[src/rtl/wordle_guess_scorer_pkg.sv]
// Shared types and constants for the Wordle guess scorer.
// Letters are 5-bit codes 0..25 (A..Z); a word packs letter i at [5i+4:5i].
package wordle_guess_scorer_pkg;

    localparam int WORD_LEN    = 5;
    localparam int MAX_GUESSES = 6;

    typedef logic [4:0]                letter_t;
    typedef logic [WORD_LEN-1:0][4:0]  word_t;
    typedef logic [1:0]                score_t;
    typedef logic [WORD_LEN-1:0][1:0]  score_vec_t;
    typedef logic [2:0]                cnt_t;

    localparam letter_t KEY_LAST_LETTER = 5'd25;
    localparam letter_t KEY_DEL         = 5'd26;
    localparam letter_t KEY_ENT         = 5'd27;

    localparam score_t SC_GREY = 2'b00;
    localparam score_t SC_YEL  = 2'b01;
    localparam score_t SC_GRN  = 2'b10;

    localparam cnt_t LEN_FULL = 3'(WORD_LEN);
    localparam cnt_t IDX_LAST = 3'(WORD_LEN - 1);
    localparam cnt_t NUM_MAX  = 3'(MAX_GUESSES);

    typedef enum logic [4:0] {
        ST_ENTRY  = 5'b00001,
        ST_GREEN  = 5'b00010,
        ST_YELLOW = 5'b00100,
        ST_REPORT = 5'b01000,
        ST_DONE   = 5'b10000
    } state_e;

endpackage

[src/rtl/wordle_guess_scorer_if.sv]
// Key/target inputs and guess/score/status outputs of the scorer.
interface wordle_guess_scorer_if;
    import wordle_guess_scorer_pkg::*;

    logic       sel;
    letter_t    key;
    word_t      target;
    logic       Ack;
    word_t      guess;
    cnt_t       guess_len;
    cnt_t       guess_num;
    score_vec_t score;
    logic       score_valid;
    logic       busy;
    logic       win;
    logic       lose;
    logic       done;

    modport master (
        output sel, key, target, Ack,
        input  guess, guess_len, guess_num, score, score_valid, busy, win, lose, done
    );

    modport slave (
        input  sel, key, target, Ack,
        output guess, guess_len, guess_num, score, score_valid, busy, win, lose, done
    );

endinterface

[src/rtl/wordle_guess_scorer_letter_cmp.sv]
// Registered letter equality; the used/done mask is applied on the registered
// result so mask updates from the previous compare are always seen.
module wordle_letter_cmp
    import wordle_guess_scorer_pkg::*;
(
    input  logic    Clk,
    input  logic    reset,
    input  letter_t a_i,
    input  letter_t b_i,
    input  logic    used_i,
    input  logic    done_i,
    output logic    hit_o
);

    logic eq_q;

    always_ff @(posedge Clk) begin
        if (reset) eq_q <= 1'b0;
        else       eq_q <= (a_i == b_i);
    end

    assign hit_o = eq_q && !used_i && !done_i;

endmodule

[src/rtl/wordle_guess_scorer.sv]
// Guess entry, duplicate-aware green/yellow scoring against a latched target,
// and game win/lose tracking.
module wordle_guess_scorer
    import wordle_guess_scorer_pkg::*;
(
    input  logic                  Clk,
    input  logic                  reset,
    wordle_guess_scorer_if.slave  bus
);

    state_e               state_q, state_d;
    word_t                guess_q, guess_d;
    word_t                tgt_q, tgt_d;
    score_vec_t           score_q, score_d;
    cnt_t                 len_q, len_d;
    cnt_t                 num_q, num_d;
    cnt_t                 i_q, i_d;
    cnt_t                 j_q, j_d;
    logic [WORD_LEN-1:0]  used_q, used_d;
    logic [WORD_LEN-1:0]  doneg_q, doneg_d;
    logic                 win_q, win_d;
    logic                 lose_q, lose_d;

    logic    hit, all_grn, cmp_used, cmp_done;
    letter_t cmp_a, cmp_b;

    // Comparator is loaded with the pair for the next cycle, so its registered
    // result lines up with (i_q, j_q) while that pair is being applied.
    assign cmp_a    = guess_q[i_d];
    assign cmp_b    = tgt_q[j_d];
    assign cmp_used = (state_q == ST_YELLOW) && used_q[j_q];
    assign cmp_done = (state_q == ST_YELLOW) && doneg_q[i_q];

    wordle_letter_cmp u_cmp (
        .Clk    (Clk),
        .reset  (reset),
        .a_i    (cmp_a),
        .b_i    (cmp_b),
        .used_i (cmp_used),
        .done_i (cmp_done),
        .hit_o  (hit)
    );

    always_comb begin
        all_grn = 1'b1;
        for (int k = 0; k < WORD_LEN; k++)
            if (score_q[k] != SC_GRN) all_grn = 1'b0;
    end

    always_comb begin
        state_d = state_q;
        guess_d = guess_q;
        tgt_d   = tgt_q;
        score_d = score_q;
        len_d   = len_q;
        num_d   = num_q;
        used_d  = used_q;
        doneg_d = doneg_q;
        win_d   = win_q;
        lose_d  = lose_q;
        i_d     = '0;
        j_d     = '0;

        case (state_q)
            ST_ENTRY: begin
                if (bus.sel) begin
                    if (bus.key <= KEY_LAST_LETTER) begin
                        if (len_q != LEN_FULL) begin
                            guess_d[len_q] = bus.key;
                            len_d          = len_q + 3'd1;
                        end
                    end else if (bus.key == KEY_DEL) begin
                        if (len_q != 3'd0) begin
                            guess_d[len_q - 3'd1] = '0;
                            len_d                 = len_q - 3'd1;
                        end
                    end else if (bus.key == KEY_ENT && len_q == LEN_FULL) begin
                        state_d = ST_GREEN;
                    end
                end
            end

            ST_GREEN: begin
                score_d[i_q] = hit ? SC_GRN : SC_GREY;
                used_d[i_q]  = hit;
                doneg_d[i_q] = hit;
                if (i_q == IDX_LAST) begin
                    state_d = ST_YELLOW;
                end else begin
                    i_d = i_q + 3'd1;
                    j_d = i_q + 3'd1;
                end
            end

            ST_YELLOW: begin
                if (hit) begin
                    score_d[i_q] = SC_YEL;
                    used_d[j_q]  = 1'b1;
                    doneg_d[i_q] = 1'b1;
                end
                if (j_q == IDX_LAST) begin
                    if (i_q == IDX_LAST) state_d = ST_REPORT;
                    else                 i_d     = i_q + 3'd1;
                end else begin
                    i_d = i_q;
                    j_d = j_q + 3'd1;
                end
            end

            ST_REPORT: begin
                num_d = num_q + 3'd1;
                if (all_grn) begin
                    win_d   = 1'b1;
                    state_d = ST_DONE;
                end else if (num_q + 3'd1 == NUM_MAX) begin
                    lose_d  = 1'b1;
                    state_d = ST_DONE;
                end else begin
                    guess_d = '0;
                    len_d   = '0;
                    used_d  = '0;
                    doneg_d = '0;
                    state_d = ST_ENTRY;
                end
            end

            ST_DONE: begin
                if (bus.Ack) begin
                    tgt_d   = bus.target;
                    guess_d = '0;
                    score_d = '0;
                    len_d   = '0;
                    num_d   = '0;
                    used_d  = '0;
                    doneg_d = '0;
                    win_d   = 1'b0;
                    lose_d  = 1'b0;
                    state_d = ST_ENTRY;
                end
            end

            default: state_d = ST_ENTRY;
        endcase
    end

    always_ff @(posedge Clk) begin
        if (reset) begin
            state_q <= ST_ENTRY;
            guess_q <= '0;
            tgt_q   <= bus.target;
            score_q <= '0;
            len_q   <= '0;
            num_q   <= '0;
            i_q     <= '0;
            j_q     <= '0;
            used_q  <= '0;
            doneg_q <= '0;
            win_q   <= 1'b0;
            lose_q  <= 1'b0;
        end else begin
            state_q <= state_d;
            guess_q <= guess_d;
            tgt_q   <= tgt_d;
            score_q <= score_d;
            len_q   <= len_d;
            num_q   <= num_d;
            i_q     <= i_d;
            j_q     <= j_d;
            used_q  <= used_d;
            doneg_q <= doneg_d;
            win_q   <= win_d;
            lose_q  <= lose_d;
        end
    end

    assign bus.guess       = guess_q;
    assign bus.guess_len   = len_q;
    assign bus.guess_num   = num_q;
    assign bus.score       = score_q;
    assign bus.score_valid = (state_q == ST_REPORT);
    assign bus.busy        = (state_q == ST_GREEN) || (state_q == ST_YELLOW) ||
                             (state_q == ST_REPORT);
    assign bus.win         = win_q;
    assign bus.lose        = lose_q;
    assign bus.done        = (state_q == ST_DONE);

endmodule

[src/flat_wrapper.sv]
// flat-port wrapper written by rule: the top's interface ports become plain ports
module wordle_guess_scorer_flat import wordle_guess_scorer_pkg::*;
  (Clk, reset, bus_sel, bus_key, bus_target, bus_Ack, bus_guess, bus_guess_len, bus_guess_num, bus_score, bus_score_valid, bus_busy, bus_win, bus_lose, bus_done);
  wordle_guess_scorer_if bus_i ();
  input  logic Clk;
  input  logic reset;
  input wire logic [$bits(bus_i.sel)-1:0] bus_sel;
  input wire logic [$bits(bus_i.key)-1:0] bus_key;
  input wire logic [$bits(bus_i.target)-1:0] bus_target;
  input wire logic [$bits(bus_i.Ack)-1:0] bus_Ack;
  output wire logic [$bits(bus_i.guess)-1:0] bus_guess;
  output wire logic [$bits(bus_i.guess_len)-1:0] bus_guess_len;
  output wire logic [$bits(bus_i.guess_num)-1:0] bus_guess_num;
  output wire logic [$bits(bus_i.score)-1:0] bus_score;
  output wire logic [$bits(bus_i.score_valid)-1:0] bus_score_valid;
  output wire logic [$bits(bus_i.busy)-1:0] bus_busy;
  output wire logic [$bits(bus_i.win)-1:0] bus_win;
  output wire logic [$bits(bus_i.lose)-1:0] bus_lose;
  output wire logic [$bits(bus_i.done)-1:0] bus_done;
  assign bus_i.sel = bus_sel;
  assign bus_i.key = bus_key;
  assign bus_i.target = bus_target;
  assign bus_i.Ack = bus_Ack;
  assign bus_guess = bus_i.guess;
  assign bus_guess_len = bus_i.guess_len;
  assign bus_guess_num = bus_i.guess_num;
  assign bus_score = bus_i.score;
  assign bus_score_valid = bus_i.score_valid;
  assign bus_busy = bus_i.busy;
  assign bus_win = bus_i.win;
  assign bus_lose = bus_i.lose;
  assign bus_done = bus_i.done;
  wordle_guess_scorer u_core (.Clk(Clk), .reset(reset), .bus(bus_i));
endmodule
[config.mk]
export PLATFORM = sky130hd
export DESIGN_NAME = wordle_guess_scorer_flat
export DESIGN_NICKNAME = d
export VERILOG_FILES = /design/src/rtl/wordle_guess_scorer_pkg.sv /design/src/rtl/wordle_guess_scorer_if.sv /design/src/rtl/wordle_guess_scorer_letter_cmp.sv /design/src/rtl/wordle_guess_scorer.sv /design/src/flat_wrapper.sv
export SDC_FILE = /design/constraint.sdc
export NUM_CORES = 1
export LEC_CHECK = 0
export ABC_AREA = 1
export ABC_CLOCK_PERIOD_IN_PS = 2500
export BUFFER_PORTS_ARGS = -buffer_cell sky130_fd_sc_hd__buf_4
export CORE_UTILIZATION = 59
export CTS_BUF_LIST = sky130_fd_sc_hd__clkbuf_8
export DETAILED_ROUTE_END_ITERATION = 8
export MAX_ROUTING_LAYER = met4
export PLACE_DENSITY = 0.81
export SETUP_SLACK_MARGIN = 0.1
export SYNTH_ARGS = -nofsm -noshare
export SYNTH_HDL_FRONTEND = slang
export SYNTH_SLANG_ARGS = --single-unit
export TNS_END_PERCENT = 5
[constraint.sdc]
create_clock -name Clk -period 2.5 [get_ports Clk]
set_clock_uncertainty 0.2 [all_clocks]
set_input_delay 0 -clock Clk [delete_from_list [all_inputs] [get_ports Clk]]
set_output_delay 0 -clock Clk [all_outputs]
set_load 0.02 [all_outputs]
# Word level (Yosys, flattened, before mapping)
# Cells that the tools add are included.
dict set report classes {
  addsub 5
  n_mul 0
  n_div 0
  order_cmp 11
  eq_ne 34
  n_shift 0
  muxes 82
  bitwise 7
  n_reduce_logical 28
}
# cell n
set ops {}
lappend ops {{$mux W25} 11}
lappend ops {{$mux W5} 19}
lappend ops {{$pmux W25 S3} 1}
lappend ops {{$pmux W5 S4} 2}
lappend ops {{$mux W3} 11}
lappend ops {{$bmux W5 S3} 2}
lappend ops {{$demux W5 S3} 2}
lappend ops {{$pmux W10 S3} 1}
lappend ops {{$ne A2 B2 Y1 const B} 13}
lappend ops {{$and A25 B25 Y25} 1}
lappend ops {{$bwmux W25} 1}
lappend ops {{$not A25 Y25} 1}
lappend ops {{$pmux W5 S5} 1}
lappend ops {{$lt A3 B4 Y1 const B} 6}
lappend ops {{$mux W10} 2}
lappend ops {{$pmux W3 S2} 3}
lappend ops {{$reduce_and A8 Y1} 2}
lappend ops {{$eq A5 B5 Y1 const B} 3}
lappend ops {{$or A5 B5 Y5} 3}
lappend ops {{$mux W1} 13}
lappend ops {{$add A3 B1 Y3 const B} 4}
lappend ops {{$eq A3 B3 Y1 const B} 4}
lappend ops {{$ge A3 B1 Y1 const B} 4}
lappend ops {{$bwmux W10} 1}
lappend ops {{29 further kinds} 56}
dict set report word_totals {
  regBits 90
  latchBits 0
  ramBits 0
  romBits 0
  input_bits 34
  out_inout_bits 46
  elab_cells 192
  memories 0
}

# Logic depth before layout (Yosys ltp)
dict set report depth {
  depth_word 12
  ltp_mapped 18
  mapped_depth_nobuf 17
}

# Modules after synthesis
# Synthesis repeated with hierarchy kept, for this count alone.
dict set report hier_totals {
  cells_unflattened 808
  area_unflattened_um2 5571.6
}
# mod instances cells_per_inst area_per_inst_um2 seq_area_each_um2
set modules_own_cells {}
lappend modules_own_cells {wordle_guess_scorer 1 784 5449.0 2031.9}
lappend modules_own_cells {wordle_letter_cmp 1 24 122.6 20.0}

# Worst setup path after synthesis
# OpenSTA, ideal clock, no wires.
dict set report synth_path {
  path_kind {flip-flop to flip-flop}
  from {reg u_core.state_q[2]}
  to {reg u_core.tgt_q[0] in the netlist's numbering, enable pin}
  setup_ps 384
  t_arrival_ps 1716
  t_required_ps 1916
  path_slack_ps 201
  path_stages_with_launch 8
  n_path_buf 0
  synth_period_minus_slack_ps 2299
  cell_sequence {dfxtp_1 > inv_2 > nand2_2 > nor3_4 > inv_2 > nor2_1 > inv_1 > nand2_1}
}
dict set report synth_via {
  elab_chain_cells 3
}
# item line
set synth_lines {}
lappend synth_lines {{from (decl)} wordle_guess_scorer.sv:11} ;# state_e state_q, state_d;
lappend synth_lines {{from (signal assigned)} wordle_guess_scorer.sv:161} ;# state_q <= state_d;
lappend synth_lines {{$eq A5 B5 Y1} n/a}
lappend synth_lines {{via bus_done} flat_wrapper.sv:19} ;# output wire logic [$bits(bus_i.done)-1:0] bus_done;
lappend synth_lines {{$reduce_bool A2 Y1 (no source line)} n/a}
lappend synth_lines {{$reduce_and A2 Y1 (no source line)} n/a}
lappend synth_lines {{to (signal assigned)} wordle_guess_scorer.sv:150} ;# tgt_q <= bus.target;
lappend synth_lines {{to (signal assigned)} wordle_guess_scorer.sv:163} ;# tgt_q <= tgt_d;
lappend synth_lines {{to (decl)} wordle_guess_scorer.sv:13} ;# word_t tgt_q, tgt_d;
# The timed path passes the listed nets, and every way through them passes these cells.
# A chain may end at the register's enable or synchronous reset.

# Worst setup path after layout
dict set report layout_path {
  from {reg u_core.state_q[0]}
  to {reg u_core.guess_q (netlist bit u_core.bus.guess[20])}
}
dict set report layout_via {
  elab_chain_cells 3
  word_cells_on_any_way 13
  classes_between {eq/ne (10); mux (1); reduce/logical (2)}
}
# item line
set layout_lines {}
lappend layout_lines {{$eq A5 B1 Y1, or another cell as far along} wordle_guess_scorer.sv:64} ;# case (state_q)
lappend layout_lines {{$ne A3 B3 Y1 (no source line), or another cell as far along} n/a}
lappend layout_lines {{$reduce_and A8 Y1 (no source line)} n/a}
lappend layout_lines {{to (signal assigned)} wordle_guess_scorer.sv:162} ;# guess_q <= guess_d;
lappend layout_lines {{to (decl)} wordle_guess_scorer.sv:12} ;# word_t guess_q, guess_d;
# Parallel ways exist; a longest one is shown, timed or not.

==> results_dict.tcl <==
set metrics [dict create \
    run_status "finished clean" \
    fraction_of_final_layout_cells_sized_beyond_drive_strength_1 0.200 \
    dr.first_iter.drc_count 444 \
    rsz0062_at_grt "yes" \
    total_leakage_power_nw 3.19 \
    synth.yosys.seq_area_share 0.389 \
    finalHoldViolCount 0 \
    worst_skew_pair.late_latency_ps 360 \
    multiInputGateArea_um2 2860 \
    highest_layer "met4" \
    max_freq_ghz 0.416 \
    placement_rows 34 \
    nets 957 \
    critical_path_arrival_ps 2450 \
    mappedNetlistArea_um2 5280 \
    drt-vias-per-instance 5.76 \
    numPortBuffers 79 \
    max-clock-path-buffers 2 \
    grt_pass1_wl_mm 26.1 \
    total_of_endpoints_with_negative_setup_slack_in_the_final_report 0 \
    grt_pass1_vias 5566 \
    grt_use_total 0.354 \
    replace_congestion 0.953 \
    grt_max_degree 29 \
    drt-pass1-iter-count 5 \
    synthesis.instances 781 \
    synth_seq_cells 90 \
    drv_cap 0 \
    areaGrowthSynthToFinish_pct 28.7 \
    critical_path_peak_fanout 16 \
    cp-startpoint "u_core.state_q[0]" \
    chipHeight_um 96.6 \
    worst-endpoint-required_ps 2540 \
    syn_nets 825 \
    numCtsBuffers 9 \
    globalRouteOverflowTotal 0 \
    total_routed_wirelength_mm 16.3 \
    worst_hold_slack_ps 94.2 \
    tightest_slew_ps 689 \
    tritoncts "built" \
    worst_hold_path_type "input port to flip-flop" \
    yosysWarnings 0 \
    die_x_um 96.6 \
    pre_cts_slack_ps -12.3 \
    sequential_cell_area_um2 2060 \
    via_count 5907 \
    syn-mean-instance-area_um2 6.76 \
    floorplan.die_area_um2 9330 \
    clock_sink_count 90 \
    htreeDepth 3 \
    coreArea_um2 8680 \
    timing.final.crit_share 0.962 \
    met3WireLength_mm 1.08 \
    diodes 0 \
    hold_sp "bus_sel" \
    clk_root_buffer_cell "sky130_fd_sc_hd__clkbuf_8" \
    worst_setup_path_start_kind "flip-flop" \
    fin_ws_ps 95.1 \
    wl_met1_mm 6.35 \
    placed_cells 974 \
    path_clk_slew_ps 90 \
    antenna_found_initial 0 \
    critPathKind "flip-flop to flip-flop" \
    post_drt_wl_per_cell_um 15.9 \
    layout_min_cycle_time_ps 2400 \
    dp_hpwl_mm 11.3 \
    critical_path.reg2reg.startpoint "u_core.state_q[0]" \
    top_level_ports 80 \
    drc_errors 0 \
    met2_length_mm 8.21 \
    irDropWorstVdd_mv 0.682 \
    synth_cell_type_count 41 \
    ant_nets 0 \
    instances_no_fill 1026 \
    initial_utilization 0.609 \
    slew-limit-headroom 0.537 \
    final.fill_count 640 \
    power-per-cell-area_nw_per_um2 784 \
    critical_path.endpoint_type "flip-flop" \
    slew_violations 0 \
]
-- area by class of cell --
type | count | area share
clock buffers | 9 | 0.0182
multi-input cells | 571 | 0.420
flip-flops and latches | 90 | 0.303
clock inverters | 7 | 0.0112
inverters | 99 | 0.0554
repair buffers | 142 | 0.172
well taps | 108 | 0.0199
-- synth_stat cells, drive strengths merged --
library cell	number	area, µm²
a211oi	1	7.51
a21oi	45	225
a31oi	2	12.5
and2	1	6.26
buf	10	58.8
clkbuf	12	45.0
clkinv	2	8.75
dfxtp	65	1300
edfxtp	25	751
ha	10	125
inv	97	364
nand2	196	748
nand3	134	676
nand3b	1	7.51
nand4	18	113
nor2	85	349
nor3	19	111
nor4	2	12.5
o211ai	3	32.5
o21ai	37	204
o21bai	5	37.5
o22ai	2	12.5
o31ai	3	22.5
o32ai	1	8.76
or2	1	6.26
xnor2	3	26.3
xor2	1	8.76
-- cell usage in the layout, fill, tap and decap left out, drive strengths merged --
cell,instances
edfxtp,25
clkinv,4
nor2,85
clkbuf,9
nand2,197
dlygate4sd3,32
a31oi,2
o22ai,2
xor2,1
inv,100
xnor2,3
o21ai,37
nand3b,1
a21oi,45
clkinvlp,1
nor3,19
and2,1
nand4,18
o32ai,1
o31ai,3
nor4,2
or2,1
ha,10
o21bai,5
o211ai,3
dfxtp,65
bufinv,1
a211oi,1
nand3,134
buf,110
-- where the power goes --
part	internal, mW	total [mW]	leakage [nW]	switching, mW
sequential	1.67	1.90	0.774	0.231
clock	0.473	1.05	0.0997	0.576
combinational	0.826	2.38	2.32	1.55
total	2.97	5.33	3.19	2.36
-- registers in the layout (all words and copies together), names as in the netlist --
signal                count
u_core.bus.guess_len      3
u_core.bus.guess_num      3
u_core.bus.win            1
u_core.doneg_q            5
u_core.tgt_q             25
u_core.i_q                3
u_core.used_q             5
u_core.u_cmp.eq_q         1
u_core.bus.score         10
u_core.state_q            5
u_core.bus.lose           1
u_core.j_q                3
u_core.bus.guess         25
-- kinds of logic after synthesis --
family / Yosys count / share of synthesized area
DFF: 90 / 0.389
buffers and inverters: 121 / 0.0903
and+or+nand+nor: 457 / 0.384
adders and majority gates: 10 / 0.0237
xor gates and xnor gates: 4 / 0.00663
AOI/OAI and AO/OA: 99 / 0.107
-- layer usage --
layer  up-vias  track usage
met3        63       0.0535
met1      2721        0.400
li1       2844            -
met4         0        0.204
met5         -            -
met2       279        0.596
-- per-stage QoR --
stage          utilization  area (µm²)  setup TNS [ps]  total power, mW
6_report             0.783        6800               0             5.33
5_1_grt              0.783        6800           -48.8             5.65
4_1_cts              0.768        6670               0             5.19
3_5_place_dp         0.708        6140           -12.3             4.10
3_3_place_gp         0.708        6140               0             4.04
2_1_floorplan            -        5280               0             3.42
-- worst paths after layout --
kind | to | slack (ps) | depth (start not counted)
max | u_core.bus.guess[20] | 100 | 13
min | u_core.state_q[1] | 90 | 5
max reg2reg | u_core.bus.guess[20] | 100 | 13
min reg2reg | u_core.bus.lose | 270 | 2
-- timing repair --
action | CTS | global route
endpoints found under the setup margin | 10 | 29
endpoints found under the hold margin | 68 | 0
pin swaps | 0 | 4
setup buffers | 0 | 3
resized for setup | 2 | 29
hold buffers | 32 | 0
gates cloned | 0 | 1
-- critical path, cell delays in order, from the launching register on --
cell and delay (ps):
sky130_fd_sc_hd__dfxtp_1 370, sky130_fd_sc_hd__nor2_2 170, sky130_fd_sc_hd__nand2_1 140, sky130_fd_sc_hd__nor3_2 180, sky130_fd_sc_hd__buf_4 190, sky130_fd_sc_hd__nand4_1 160
sky130_fd_sc_hd__inv_1 160, sky130_fd_sc_hd__nor2_2 90, sky130_fd_sc_hd__nand2_2 160, sky130_fd_sc_hd__clkinv_4 150, sky130_fd_sc_hd__nand2_2 130, sky130_fd_sc_hd__nand2_1 60
sky130_fd_sc_hd__nand2_1 70, sky130_fd_sc_hd__nor2_1 40
Power figures use the tool's default switching activity.
